===== src/rtl/neuron_system.sv =====
// neuron_system: LFSR rate encoder driving two cascaded leaky integrate-and-fire neurons in IEEE-754 single precision.
// Leak subtraction is built only when NEURON_SYSTEM_LEAK_EN is defined; otherwise the neurons are pure integrate-and-fire.
module neuron_system_lif (
    input  logic        clk,
    input  logic        rst,
    input  logic        spike_in,
    input  logic [31:0] weight,
    input  logic [31:0] threshold,
    input  logic [31:0] leak,
    input  logic [7:0]  tref,
    output logic [31:0] v,
    output logic        spike,
    output logic [7:0]  tr
);
    function automatic logic [31:0] flush(input logic [31:0] x);
        return (x[31] || x[30:23] == 8'd0) ? 32'h0 : x;
    endfunction

    // Non-negative add/subtract, truncating toward zero; a negative difference clamps to +0.0.
    // The 26 extra low bits plus a sticky borrow keep subtraction truncation exact.
    function automatic logic [31:0] fp_op(input logic [31:0] x, input logic [31:0] y, input logic sub);
        logic [31:0] a, b, res;
        logic [7:0]  d;
        logic [50:0] ma, mb0, mb, r;
        logic        lost;
        int          p, e;
        a = flush(x);
        b = flush(y);
        if (!sub && b > a) begin
            a = flush(y);
            b = flush(x);
        end
        res = 32'h0;
        if (sub && b > a)
            res = 32'h0;
        else if (b[30:23] == 8'd0)
            res = a;
        else begin
            d    = a[30:23] - b[30:23];
            ma   = {2'b01, a[22:0], 26'b0};
            mb0  = {2'b01, b[22:0], 26'b0};
            mb   = mb0 >> d;
            lost = (mb << d) != mb0;
            r    = sub ? ma - mb - {50'b0, lost} : ma + mb;
            p    = 0;
            for (int i = 0; i < 51; i++)
                if (r[i]) p = i;
            e = int'({24'b0, a[30:23]}) + p - 49;
            r = r << (50 - p);
            res = (r == 51'b0 || e <= 0) ? 32'h0 : {1'b0, e[7:0], r[49:27]};
        end
        return res;
    endfunction

    logic [31:0] v_add, v_next;
    logic        fire;

    assign v_add = fp_op(v, spike_in ? weight : 32'h0, 1'b0);
`ifdef NEURON_SYSTEM_LEAK_EN
    assign v_next = fp_op(v_add, leak, 1'b1);
`else
    logic unused_leak;
    assign unused_leak = ^leak;
    assign v_next = v_add;
`endif
    assign fire = v_next >= flush(threshold);

    always_ff @(posedge clk or posedge rst) begin
        if (rst) begin
            v     <= 32'h0;
            spike <= 1'b0;
            tr    <= 8'd0;
        end else if (tr != 8'd0) begin
            v     <= 32'h0;
            spike <= 1'b0;
            tr    <= tr - 8'd1;
        end else if (fire) begin
            v     <= 32'h0;
            spike <= 1'b1;
            tr    <= tref;
        end else begin
            v     <= v_next;
            spike <= 1'b0;
        end
    end
endmodule

module neuron_system (
    input  logic        clk,
    input  logic        rst,
    input  logic [15:0] pixel_value,
    input  logic [31:0] weight1,
    input  logic [31:0] weight2,
    input  logic [31:0] threshold1,
    input  logic [31:0] threshold2,
    input  logic [31:0] leak_value1,
    input  logic [31:0] leak_value2,
    input  logic [7:0]  tref1,
    input  logic [7:0]  tref2,
    output logic [31:0] memb_potential_out1,
    output logic [31:0] memb_potential_out2,
    output logic        spike_out1,
    output logic        spike_out2,
    output logic [7:0]  tr1,
    output logic [7:0]  tr2,
    output logic        spike_train,
    output logic [15:0] random_number
);
    always_ff @(posedge clk or posedge rst) begin
        if (rst)
            random_number <= 16'hACE1;
        else
            random_number <= {random_number[14:0],
                              random_number[15] ^ random_number[13] ^ random_number[12] ^ random_number[10]};
    end

    assign spike_train = random_number < pixel_value;

    neuron_system_lif u_n1 (
        .clk(clk), .rst(rst), .spike_in(spike_train),
        .weight(weight1), .threshold(threshold1), .leak(leak_value1), .tref(tref1),
        .v(memb_potential_out1), .spike(spike_out1), .tr(tr1)
    );

    neuron_system_lif u_n2 (
        .clk(clk), .rst(rst), .spike_in(spike_out1),
        .weight(weight2), .threshold(threshold2), .leak(leak_value2), .tref(tref2),
        .v(memb_potential_out2), .spike(spike_out2), .tr(tr2)
    );
endmodule


===== config.mk =====
export PLATFORM = sky130hd
export DESIGN_NAME = neuron_system
export DESIGN_NICKNAME = d
export VERILOG_FILES = /design/src/rtl/neuron_system.sv
export SDC_FILE = /design/constraint.sdc
export NUM_CORES = 1
export LEC_CHECK = 0
export BUFFER_PORTS_ARGS = -buffer_cell sky130_fd_sc_hd__buf_2
export CELL_PAD_IN_SITES_DETAIL_PLACEMENT = 1
export CELL_PAD_IN_SITES_GLOBAL_PLACEMENT = 2
export CORE_MARGIN = 2
export CORE_UTILIZATION = 31
export DETAILED_ROUTE_END_ITERATION = 10
export HOLD_SLACK_MARGIN = 0.15
export PLACE_DENSITY = 0.82
export SLEW_MARGIN = 20
export SYNTH_ARGS = -nofsm -noshare
export SYNTH_HDL_FRONTEND = slang
export SYNTH_SLANG_ARGS = --single-unit

===== constraint.sdc =====
create_clock -name clk -period 15.53 [get_ports clk]
set_input_delay 3.106 -clock clk [delete_from_list [all_inputs] [get_ports clk]]
set_output_delay 3.106 -clock clk [all_outputs]
set_load 0.02 [all_outputs]

* Word level (Yosys, flattened, before mapping)
Index checks and enable logic that the tools add are counted.
Operators by class: add/subtract/negate cells 12, magnitude comparators 7, shifts and indexed selects 4, mux-type cells 130, bitwise gates (word level) 3, reduce and logical (&&, ||, !) cells 22
Operators by type and width (number):
- $mux W32 | 18
- $mux W6 | 38
- $mux W5 | 32
- $mux W31 | 4
- $add A50 B51 Y51 | 2
- $logic_not A51 Y1 | 2
- $shl A51 B32 Y51 | 2
- $shr A50 B8 Y51 | 2
- $add A9 B32 Y32 | 2
- $ge A32 B32 Y1 | 2
- $gt A32 B32 Y1 | 2
- $le A32 B1 Y1 const B | 2
- $logic_not A8 Y1 | 8
- $mux W4 | 16
- $sub A32 B7 Y32 const B | 2
- $sub A7 B32 Y32 const A | 2
- $mux W8 | 4
- $mux W3 | 8
- $lt A16 B16 Y1 | 1
- $reduce_bool A8 Y1 | 2
- $sub A8 B1 Y8 const B | 2
- $sub A8 B8 Y8 | 2
- $logic_or A1 B1 Y1 | 8
- $mux W2 | 4
- 3 further kinds | 11
Word-level totals: bits in registers 98, input bits 226, output and inout bits 99, logic and storage cells 185

* Depth between registers and ports, before layout
Gate-level depths: netlist of run 1.
depth after elaboration 70, mapped depth 92, depth with buffers taken out 79

* Modules after synthesis
A second synthesis of run 1 with hierarchy kept.
Unflattened totals: cells, all modules 3631, area, all modules 25669.6 um^2
Modules (own cells, without submodules):
- neuron_system_lif (u_n1) | times used 1, cells each 1814, area each 12622.1 um^2, sequential area each 1026.0 um^2
- neuron_system_lif (u_n2) | times used 1, cells each 1745, area each 12231.7 um^2, sequential area each 1026.0 um^2
- neuron_system | times used 1, cells each 72, area each 815.8 um^2, sequential area each 410.4 um^2

* Least setup slack after synthesis of run 1
No wires, ideal clock.
path type input to register, start point input port weight2[31], end point register u_n2.v[29], setup time 0.066 ns, data arrival time 18.592 ns, slack -3.128 ns, stages on the path 86, path buffers 15, cell sequence nor2b_1 clkbuf_1 clkbuf_1 and2_1 clkbuf_1 nand2_1 ha_1 nor2b_1 o21a_1 o21ai_0 a2111oi_2 o31ai_4 nand2_2 buf_2 buf_4 clkbuf_1 clkbuf_1 buf_1 (+50 left out) nand2b_1 a21o_1 a21o_1 a21o_1 a21o_1 a21o_1 a21o_1 a21o_1 a21o_1 a21o_1 a21o_1 a21o_1 a21oi_1 o211ai_1 nand2_1 nand3_1 o32ai_1 a22o_1
On the way: longest elaborated chain between the ends 68, elaborated cells on any way between the ends 73, classes of those cells add/sub: 5; order compare: 3; shift: 2; mux: 59; reduce/logical: 4
RTL lines:
- start, declared | line 93 | input logic [31:0] weight2,
- $mux W32 * | line 58 | assign v_add = fp_op(v, spike_in ? weight : 32'h0, 1'b0);
- $logic_or A1 B1 Y1 | line 16 | return (x[31] || x[30:23] == 8'd0) ? 32'h0 : x;
- $mux W32 * | line 16
- $gt A32 B32 Y1 | line 29 | if (!sub && b > a) begin
- $mux W32 / $mux W31 (equally long branches) | line 29
- $sub A8 B8 Y8 | line 39 | d = a[30:23] - b[30:23];
- $shr A50 B8 Y51 | line 42 | mb = mb0 >> d;
- $add A50 B51 Y51 | line 44 | r = sub ? ma - mb - {50'b0, lost} : ma + mb;
- (+52 left out)
- $sub A32 B7 Y32 / $shl A51 B32 Y51 (equally long branches) | line 48, 49
- $le A32 B1 Y1 / $logic_not A51 Y1 (equally long branches) | line 50 | res = (r == 51'b0 || e <= 0) ? 32'h0 : {1'b0, e[7:0], r[49:27]};
- $logic_or A1 B1 Y1 | line 50
- $mux W31 | line 50
- $mux W32 * | line 36 | else if (b[30:23] == 8'd0)
- $ge A32 B32 Y1 | line 66 | assign fire = v_next >= flush(threshold);
- $mux W32 * | line 77 | end else if (fire) begin
- $mux W32 * | line 73 | end else if (tr != 8'd0) begin
- end signal, assigned | line 82 | v <= v_next;
- end, declared | line 11 | output logic [31:0] v,
Mark *: on every way between the ends. The rest lies on a longest branch, timed or not. The select of a mux whose other input is x is not followed. A chain may end at the register's enable or synchronous reset.

* Worst setup path after layout of run 1
start point input port pixel_value[10], end point register u_n1.v[24]
On the way: longest elaborated chain between the ends 70, elaborated cells on any way between the ends 75, classes of those cells add/sub: 5; order compare: 4; shift: 2; mux: 59; reduce/logical: 5
RTL lines:
- start, declared | line 91 | input logic [15:0] pixel_value,
- $lt A16 B16 Y1 * | line 117 | assign spike_train = random_number < pixel_value;
- $mux W32 * | line 58
- $logic_not A8 Y1 | line 16
- $logic_or A1 B1 Y1 | line 16
- $mux W32 * | line 16
- $gt A32 B32 Y1 | line 29
- $mux W32 / $mux W31 (equally long branches) | line 29
- $sub A8 B8 Y8 | line 39
- (+54 left out)
- $sub A32 B7 Y32 / $shl A51 B32 Y51 (equally long branches) | line 48, 49
- $le A32 B1 Y1 / $logic_not A51 Y1 (equally long branches) | line 50
- $logic_or A1 B1 Y1 | line 50
- $mux W31 | line 50
- $mux W32 * | line 36
- $ge A32 B32 Y1 | line 66
- $mux W32 * | line 77
- $mux W32 * | line 73
- end signal, assigned | line 82
- end, declared | line 11
Marks and branches as above.

==> impl_metrics.prom, run 1 <==
# TYPE chip_impl_metric gauge
chip_impl_metric{name="yosys.area_share.xor_xnor",unit=""} 0.02084
chip_impl_metric{name="routedWlPerCell",unit="microns"} 25.91
chip_impl_metric{name="clkSinkCount",unit=""} 98
chip_impl_metric{name="final_design_area_no_fill",unit="sq um"} 37700
chip_impl_metric{name="synth_seq_cells",unit=""} 98
chip_impl_metric{name="synth_enable_flop_cells",unit=""} 0
chip_impl_metric{name="avgViaCountPerCell",unit=""} 6.022
chip_impl_metric{name="syn_area",unit="sq um"} 23950
chip_impl_info{name="r2r-end",value="u_n1.v[24]"} 1
chip_impl_metric{name="crit_fanout",unit=""} 8
chip_impl_metric{name="num_io_pins",unit=""} 325
chip_impl_metric{name="total_die_area",unit="sq um"} 79510
chip_impl_metric{name="final-max-slew-violation-count",unit=""} 0
chip_impl_metric{name="fp.dieW",unit="microns"} 282.0
chip_impl_metric{name="timing_worst_slew_pin_value",unit="ps"} 1056
chip_impl_metric{name="path_clk_slew",unit="ps"} 90
chip_impl_info{name="clock_tree_from_tritoncts",value="done"} 1
chip_impl_metric{name="post_route_cells_drive_above_1_share",unit=""} 0.4178
chip_impl_metric{name="synth_fa_ha_area_frac",unit=""} 0.1256
chip_impl_info{name="ctsRootBufferMaster",value="sky130_fd_sc_hd__clkbuf_16"} 1
chip_impl_metric{name="required_time_at_the_endpoint_of_the_critical_path",unit="ps"} 15850
chip_impl_metric{name="first_global_vias",unit=""} 35792
chip_impl_metric{name="regToRegSetupSlack",unit="ps"} 880
chip_impl_metric{name="min_period_over_period",unit=""} 1.092
chip_impl_metric{name="power-per-cell-area",unit="nW/um^2"} 46.31
chip_impl_metric{name="first_iter_violations",unit=""} 2800
chip_impl_metric{name="clock_power_share",unit=""} 0.144
chip_impl_metric{name="cts-buffers-inserted",unit=""} 9
chip_impl_metric{name="cts.htree.levels",unit=""} 3
chip_impl_metric{name="final-hold-violation-count",unit=""} 0
chip_impl_info{name="crit-reg2reg-launch",value="random_number[15]"} 1
chip_impl_metric{name="initial_core_utilization",unit=""} 0.3144
chip_impl_info{name="commonest_cells_after_routing_fill_and_taps_aside",value="sky130_fd_sc_hd__buf_4 (1186), sky130_fd_sc_hd__nand2_1 (353), sky130_fd_sc_hd__buf_2 (254)"} 1
chip_impl_metric{name="drt_drc_violations_left",unit=""} 0
chip_impl_metric{name="insertedDiodeCount",unit=""} 0
chip_impl_metric{name="route.antenna.remaining_nets",unit=""} 0
chip_impl_metric{name="clock_skew",unit="ps"} 19.81
chip_impl_info{name="critical_path.most_common_cell",value="sky130_fd_sc_hd__a21o_1"} 1
chip_impl_metric{name="total_switching_power",unit="W"} 0.0008328
chip_impl_metric{name="placed_area",unit="sq um"} 34840
chip_impl_info{name="rsz0062_at_grt",value="true"} 1
chip_impl_metric{name="cp_data_arrival_time",unit="ps"} 17280
chip_impl_info{name="worst_setup_path_startpoint",value="pixel_value[10]"} 1
chip_impl_metric{name="clk_path_buf_depth",unit=""} 2
chip_impl_metric{name="num-nets-final",unit=""} 5146
chip_impl_info{name="critPathLaunchType",value="primary input"} 1
chip_impl_metric{name="setup_total_negative_slack",unit="ps"} -61910
chip_impl_metric{name="routed-via-count",unit=""} 34427
chip_impl_metric{name="cts_hold_buf",unit=""} 0
chip_impl_metric{name="areaGrowthSynthToFinish",unit="%"} 57.39
chip_impl_metric{name="place_hpwl",unit="mm"} 116.6
chip_impl_metric{name="count_of_port_buffers_added_during_placement",unit=""} 260
chip_impl_metric{name="finalCriticalPeriod",unit="ps"} 16960
chip_impl_metric{name="global_route_usage_over_all_layers",unit=""} 0.3602
chip_impl_metric{name="grt_remaining_overflow",unit=""} 0
chip_impl_metric{name="power_frac_seq",unit=""} 0.168
chip_impl_metric{name="gpl.final_weighted_congestion",unit=""} 1.025
chip_impl_info{name="run_status",value="complete, but fails checks"} 1
chip_impl_metric{name="grt_start_max_net_pins",unit=""} 56
chip_impl_info{name="synthFlopType",value="sky130_fd_sc_hd__dfrtp_1"} 1
chip_impl_info{name="mostFrequentLayoutCell",value="sky130_fd_sc_hd__buf_4"} 1
chip_impl_metric{name="complex_gate_fraction_of_the_synthesized_area",unit=""} 0.3353
chip_impl_metric{name="synthMuxAreaShare",unit=""} 0.08885
chip_impl_info{name="synth_top_family_by_area",value="compound AO/OA/AOI/OAI gates"} 1
chip_impl_metric{name="clock_insertion_delay_worst_skew",unit="ps"} 410
chip_impl_metric{name="max_stage_delay",unit="ps"} 620
chip_impl_metric{name="synthesis.instances",unit=""} 3367
chip_impl_metric{name="max_cap_violations",unit=""} 0
chip_impl_info{name="timing.critical_path.slowest_stage_cell",value="sky130_fd_sc_hd__or4_4"} 1
chip_impl_metric{name="smallest_setup_slack_after_layout",unit="ps"} -1433
chip_impl_metric{name="antenna_found_initial",unit=""} 3
chip_impl_metric{name="synth.yosys.warnings",unit=""} 0
chip_impl_metric{name="post_synth.cell_area_avg",unit="sq um"} 7.114
chip_impl_metric{name="power_report.internal_total",unit="W"} 0.0009131
chip_impl_metric{name="placement_rows",unit=""} 101
chip_impl_metric{name="drt-total-wl",unit="mm"} 148.1
chip_impl_metric{name="final_util",unit=""} 0.4948
chip_impl_metric{name="swShare",unit=""} 0.4770
chip_impl_metric{name="slew_headroom",unit=""} 0.2882
chip_impl_metric{name="endpoints_failing_setup",unit=""} 79
chip_impl_info{name="type_of_the_worst_setup_path",value="in -> reg"} 1
chip_impl_metric{name="r2r.worst_path.cells",unit=""} 77
chip_impl_metric{name="power_leakage",unit="nW"} 18.01
chip_impl_metric{name="synth_simple_gate_area_share",unit=""} 0.2614
chip_impl_info{name="failing_checks",value="negative setup slack"} 1
chip_impl_metric{name="floorplan.die.height",unit="microns"} 282.0
chip_impl_metric{name="power_frac_comb",unit=""} 0.688
chip_impl_metric{name="first_pass_grt_wire_length",unit="mm"} 218.8
chip_impl_metric{name="highest_clock_rate",unit="MHz"} 58.95
chip_impl_info{name="worstSetupEndpoint",value="u_n1.v[24]"} 1
chip_impl_metric{name="core-area",unit="sq um"} 76200
chip_impl_metric{name="power.total",unit="W"} 0.001746
chip_impl_metric{name="detail_route.first_pass.iterations",unit=""} 6
chip_impl_metric{name="yosys.cell_types.count",unit=""} 104
chip_impl_info{name="timing.critical_path.to_type",value="register"} 1
chip_impl_metric{name="ir_worst_vdd",unit="mV"} 0.05449
chip_impl_info{name="worst_hold_path_type",value="reg -> reg"} 1
chip_impl_metric{name="seq_area_frac_synth",unit=""} 0.1028
chip_impl_metric{name="synthArstFlopShare",unit=""} 1.000
chip_impl_metric{name="num-fill-cells",unit=""} 9523
==> synthesized netlist by cell type (34+ instances only) <==
cell type                  number  share of area
sky130_fd_sc_hd__ha_1         234           0.12
sky130_fd_sc_hd__a21o_1        93          0.029
sky130_fd_sc_hd__o22ai_1       49          0.013
sky130_fd_sc_hd__a211oi_1      57          0.018
sky130_fd_sc_hd__nor4_1        47          0.012
sky130_fd_sc_hd__dfrtp_1       90          0.094
sky130_fd_sc_hd__nor2b_1       61          0.016
sky130_fd_sc_hd__nand2b_1      57          0.015
sky130_fd_sc_hd__a21oi_1      223          0.047
sky130_fd_sc_hd__clkbuf_1     153          0.024
sky130_fd_sc_hd__xnor2_1       44          0.016
sky130_fd_sc_hd__mux4_2        41          0.039
sky130_fd_sc_hd__o211ai_1      45          0.014
sky130_fd_sc_hd__nand2_1      372          0.058
sky130_fd_sc_hd__nand3_1      109          0.023
sky130_fd_sc_hd__nor2_1       245          0.038
sky130_fd_sc_hd__mux2i_1       81          0.034
sky130_fd_sc_hd__a31oi_1       54          0.014
sky130_fd_sc_hd__mux2_2        34          0.016
sky130_fd_sc_hd__and3_1        56          0.015
sky130_fd_sc_hd__nand4_1       57          0.015
sky130_fd_sc_hd__and2_1        41          0.011
sky130_fd_sc_hd__o21ai_0      254          0.053
sky130_fd_sc_hd__inv_1        157          0.025
sky130_fd_sc_hd__nor3_1       100          0.021
==> final cells by class <==
| class | instances | area (sq um) | area share |
|---|---|---|---|
| inverter | 160 | 628.1 | 0.01666 |
| tap | 1030 | 1289 | 0.03418 |
| clock inverter | 7 | 81.33 | 0.002157 |
| sequential | 98 | 2462 | 0.06531 |
| multi-input combinational | 2914 | 21980 | 0.5831 |
| timing repair buffer | 1499 | 11030 | 0.2926 |
| clock buffer | 9 | 225.2 | 0.005974 |
==> worst max-delay path, delay by kind of cell <==
kind	cells	cell delay, ps
simple gates	15	2670
fa+ha+maj	8	1960
compound gates	39	7470
buf+inv	14	1720
mux	1	330
==> how the worst min path moves through the flow <==
stage,startpoint,to,slack (ps),cells after the start
after floorplan,random_number[5],random_number[6],410,0
after global placement,random_number[5],random_number[6],370,0
after detailed placement,random_number[5],random_number[6],370,0
after CTS,random_number[10],random_number[11],400,0
after global routing,random_number[5],random_number[6],410,0
final,random_number[5],random_number[6],400,0
==> state kept, by name, summed over array words and instances (netlist names) <==
signal and flops:
u_n2.v 32, u_n1.tr 8, random_number 16, u_n1.spike 1
u_n2.tr 8, u_n2.spike 1, u_n1.v 32
==> layer usage <==
layer	global-route usage	wire length, microns	vias to the layer above
li1	-	-	15389
met1	0.4125	56500	16934
met2	0.6279	70310	1572
met3	0.04135	8816	528
met4	0.2454	12480	4
met5	0	31	-
==> cell families (layout without fill, tap and decap cells) <==
| kind of cell | count (synthesis) | in the layout |
|---|---|---|
| AO/OA/AOI/OAI | 1181 | 1181 |
| XOR/XNOR | 57 | 57 |
| adder cells (fa/ha/maj) | 238 | 238 |
| buffers and inverters | 376 | 1675 |
| flip-flops | 98 | 98 |
| multiplexers | 157 | 157 |
| other | 2 | 22 |
| AND/OR/NAND/NOR | 1258 | 1259 |
==> what timing repair did <==
| action | 4_1_cts | 5_1_grt |
|---|---|---|
| buffers inserted | 125 | 21 |
| gates resized for setup | 233 | 49 |
| cloned | 7 | 0 |
| pin swaps | 108 | 67 |
| hold endpoints to repair | 0 | 0 |
| endpoints found under the setup margin | 80 | 80 |
==> power by group through the flow <==
stage                     Sequential [W]  Combinational, W  Clock (W)
after floorplan                 0.000311          0.000534          0
after global placement          0.000296           0.00105          0
after detailed placement        0.000297           0.00107          0
after CTS                       0.000292           0.00114   0.000256
after global routing            0.000296           0.00127   0.000261
final                           0.000293           0.00120   0.000251
==> through the flow <==
| step | setup WS, ps | hold WS [ps] | instances |
|---|---|---|---|
| 3_5_place_dp | -2086 | 368.4 | 5549 |
| 5_1_grt | -1781 | 407.4 | 5717 |
| 4_1_cts | -906.9 | 398.1 | 5696 |
| 2_1_floorplan | -874.0 | 408.3 | 3387 |
| 3_3_place_gp | -1658 | 367.6 | 5549 |
| 6_report | -1433 | 397.8 | 5717 |
No activity file was read; power rests on OpenSTA's default activity.
==> run 2, diff against run 1 <==
Settings changed: CORE_UTILIZATION 31 to 25, PLACE_DENSITY 0.82 to 0.68, SKIP_CTS_REPAIR_TIMING from default to 1.
==> impl_metrics.prom, run 2 (synthesized netlist as in run 1, its figures left out) <==
# TYPE chip_impl_metric gauge
chip_impl_info{name="run_status",value="complete, but fails checks"} 1
chip_impl_info{name="failing_checks",value="negative setup slack"} 1
chip_impl_metric{name="power-per-cell-area",unit="nW/um^2"} 45.95
chip_impl_metric{name="final-max-slew-violation-count",unit=""} 0
chip_impl_metric{name="place_hpwl",unit="mm"} 125.9
chip_impl_metric{name="cts.htree.levels",unit=""} 3
chip_impl_metric{name="total_switching_power",unit="W"} 0.0008405
chip_impl_metric{name="total_die_area",unit="sq um"} 98310
chip_impl_metric{name="routedWlPerCell",unit="microns"} 25.32
chip_impl_info{name="rsz0062_at_grt",value="true"} 1
chip_impl_info{name="critical_path.most_common_cell",value="sky130_fd_sc_hd__a21o_1"} 1
chip_impl_metric{name="grt_remaining_overflow",unit=""} 0
chip_impl_metric{name="detail_route.first_pass.iterations",unit=""} 6
chip_impl_metric{name="swShare",unit=""} 0.4816
chip_impl_metric{name="endpoints_failing_setup",unit=""} 80
chip_impl_metric{name="cp_data_arrival_time",unit="ps"} 16870
chip_impl_info{name="commonest_cells_after_routing_fill_and_taps_aside",value="sky130_fd_sc_hd__buf_4 (1171), sky130_fd_sc_hd__nand2_1 (348), sky130_fd_sc_hd__buf_2 (259)"} 1
chip_impl_metric{name="ir_worst_vdd",unit="mV"} 0.06389
chip_impl_metric{name="areaGrowthSynthToFinish",unit="%"} 58.55
chip_impl_info{name="mostFrequentLayoutCell",value="sky130_fd_sc_hd__buf_4"} 1
chip_impl_info{name="critPathLaunchType",value="primary input"} 1
chip_impl_info{name="timing.critical_path.to_type",value="register"} 1
chip_impl_metric{name="path_clk_slew",unit="ps"} 90
chip_impl_metric{name="power.total",unit="W"} 0.001745
chip_impl_metric{name="antenna_found_initial",unit=""} 9
chip_impl_info{name="clock_tree_from_tritoncts",value="done"} 1
chip_impl_metric{name="power_frac_seq",unit=""} 0.168
chip_impl_metric{name="final_util",unit=""} 0.3997
chip_impl_metric{name="required_time_at_the_endpoint_of_the_critical_path",unit="ps"} 15870
chip_impl_metric{name="global_route_usage_over_all_layers",unit=""} 0.2927
chip_impl_metric{name="post_route_cells_drive_above_1_share",unit=""} 0.4215
chip_impl_info{name="top_regs",value="u_n1.v: 32 flops, u_n2.v: 32 flops, random_number: 16 flops"} 1
chip_impl_metric{name="initial_core_utilization",unit=""} 0.2521
chip_impl_metric{name="clk_path_buf_depth",unit=""} 2
chip_impl_metric{name="core-area",unit="sq um"} 95010
chip_impl_metric{name="first_pass_grt_wire_length",unit="mm"} 217.3
chip_impl_metric{name="regToRegSetupSlack",unit="ps"} 1090
chip_impl_metric{name="drt_drc_violations_left",unit=""} 0
chip_impl_info{name="timing.critical_path.slowest_stage_cell",value="sky130_fd_sc_hd__or4_4"} 1
chip_impl_metric{name="placement_rows",unit=""} 113
chip_impl_metric{name="final-hold-violation-count",unit=""} 0
chip_impl_info{name="type_of_the_worst_setup_path",value="in -> reg"} 1
chip_impl_metric{name="max_cap_violations",unit=""} 0
chip_impl_metric{name="fp.dieW",unit="microns"} 313.5
chip_impl_metric{name="crit_fanout",unit=""} 8
chip_impl_metric{name="power_frac_comb",unit=""} 0.676
chip_impl_metric{name="clock_power_share",unit=""} 0.156
chip_impl_metric{name="first_iter_violations",unit=""} 2445
chip_impl_metric{name="highest_clock_rate",unit="MHz"} 60.50
chip_impl_metric{name="timing_worst_slew_pin_value",unit="ps"} 1108
chip_impl_metric{name="clock_insertion_delay_worst_skew",unit="ps"} 440
chip_impl_metric{name="first_global_vias",unit=""} 34026
chip_impl_metric{name="power_report.internal_total",unit="W"} 0.0009047
chip_impl_metric{name="num-nets-final",unit=""} 5128
chip_impl_info{name="worst_hold_path_type",value="reg -> reg"} 1
chip_impl_metric{name="finalCriticalPeriod",unit="ps"} 16530
chip_impl_metric{name="clkSinkCount",unit=""} 98
chip_impl_metric{name="smallest_setup_slack_after_layout",unit="ps"} -999.0
chip_impl_info{name="ctsRootBufferMaster",value="sky130_fd_sc_hd__clkbuf_16"} 1
chip_impl_metric{name="floorplan.die.height",unit="microns"} 313.5
chip_impl_metric{name="avgViaCountPerCell",unit=""} 5.608
chip_impl_metric{name="grt_start_max_net_pins",unit=""} 58
chip_impl_metric{name="clock_skew",unit="ps"} 22.25
chip_impl_metric{name="max_stage_delay",unit="ps"} 630
chip_impl_metric{name="route.antenna.remaining_nets",unit=""} 0
chip_impl_metric{name="gpl.final_weighted_congestion",unit=""} 1.013
chip_impl_metric{name="drt-total-wl",unit="mm"} 150.3
chip_impl_metric{name="slew_headroom",unit=""} 0.2572
chip_impl_metric{name="num_io_pins",unit=""} 325
chip_impl_metric{name="power_leakage",unit="nW"} 17.89
chip_impl_metric{name="min_period_over_period",unit=""} 1.064
chip_impl_metric{name="routed-via-count",unit=""} 33295
chip_impl_metric{name="cts-buffers-inserted",unit=""} 9
chip_impl_metric{name="num-fill-cells",unit=""} 11761
chip_impl_metric{name="count_of_port_buffers_added_during_placement",unit=""} 260
==> run 2: changes by cell type in the layout (fill, tap and decap cells not counted), sizes merged <==
| cell | previous run | this run |
|---|---|---|
| buf | 1498 | 1479 |
| clkbuf | 9 | 12 |
| diode | 0 | 3 |
| bufbuf | 1 | 0 |
| nand3 | 110 | 109 |
==> run 2: cell type report <==
type	instances	area, sq um	share of cell area
Multi-Input combinational cell	2913	22080	0.5815
Timing Repair Buffer	1482	10900	0.2871
Sequential cell	98	2462	0.06483
Tap cell	1265	1583	0.04167
Inverter	160	630.6	0.01660
Clock buffer	9	225.2	0.005930
Clock inverter	7	81.33	0.002141
Antenna cell	3	7.507	0.0001977
==> run 2: power groups by stage <==
stage	registers, W	clock network, W	logic (W)
detailed placement	0.000297	0	0.00109
finish	0.000293	0.000273	0.00118
CTS	0.000292	0.000280	0.00109
floorplan	0.000311	0	0.000534
global placement	0.000297	0	0.00108
global route	0.000296	0.000286	0.00125
==> run 2: final timing paths <==
kind                                  startpoint               end  cells after the start
max in group asynchronous                    rst        u_n1.v[12]                      3
worst max register to register        u_n2.v[30]        u_n2.v[30]                     79
worst min register to register  random_number[5]  random_number[6]                      0
min in group asynchronous                    rst        u_n2.v[23]                      2
worst max-delay path              pixel_value[5]        u_n1.v[24]                     72
worst min-delay path            random_number[5]  random_number[6]                      0
==> run 2: layer usage <==
layer	wire length [microns]	track usage	up-vias
li1	-	-	15370
met1	61020	0.3589	16517
met2	73190	0.5186	1121
met3	8010	0.02936	283
met4	8078	0.1266	4
met5	25	0	-
==> run 2: critical path: cells and delay by family <==
family	cells	cell delay (ps)
buffers and inverters	9	980
adders and majority gates	8	2020
and+or+nand+nor	17	3810
AOI/OAI and AO/OA	38	6910
==> run 2: stage by stage <==
stage | cell area, sq um | hold slack [ps] | cells | TNS (ps) | worst slack [ps]
floorplan | 25140 | 408.3 | 3387 | -45290 | -874.0
CTS | 35940 | 388.5 | 5856 | -104290 | -1636
finish | 37980 | 385.4 | 5937 | -54690 | -999.0
global placement | 35640 | 369.6 | 5840 | -124200 | -1817
global route | 37970 | 396.4 | 5934 | -104070 | -1565
detailed placement | 35640 | 374.2 | 5840 | -135520 | -2027
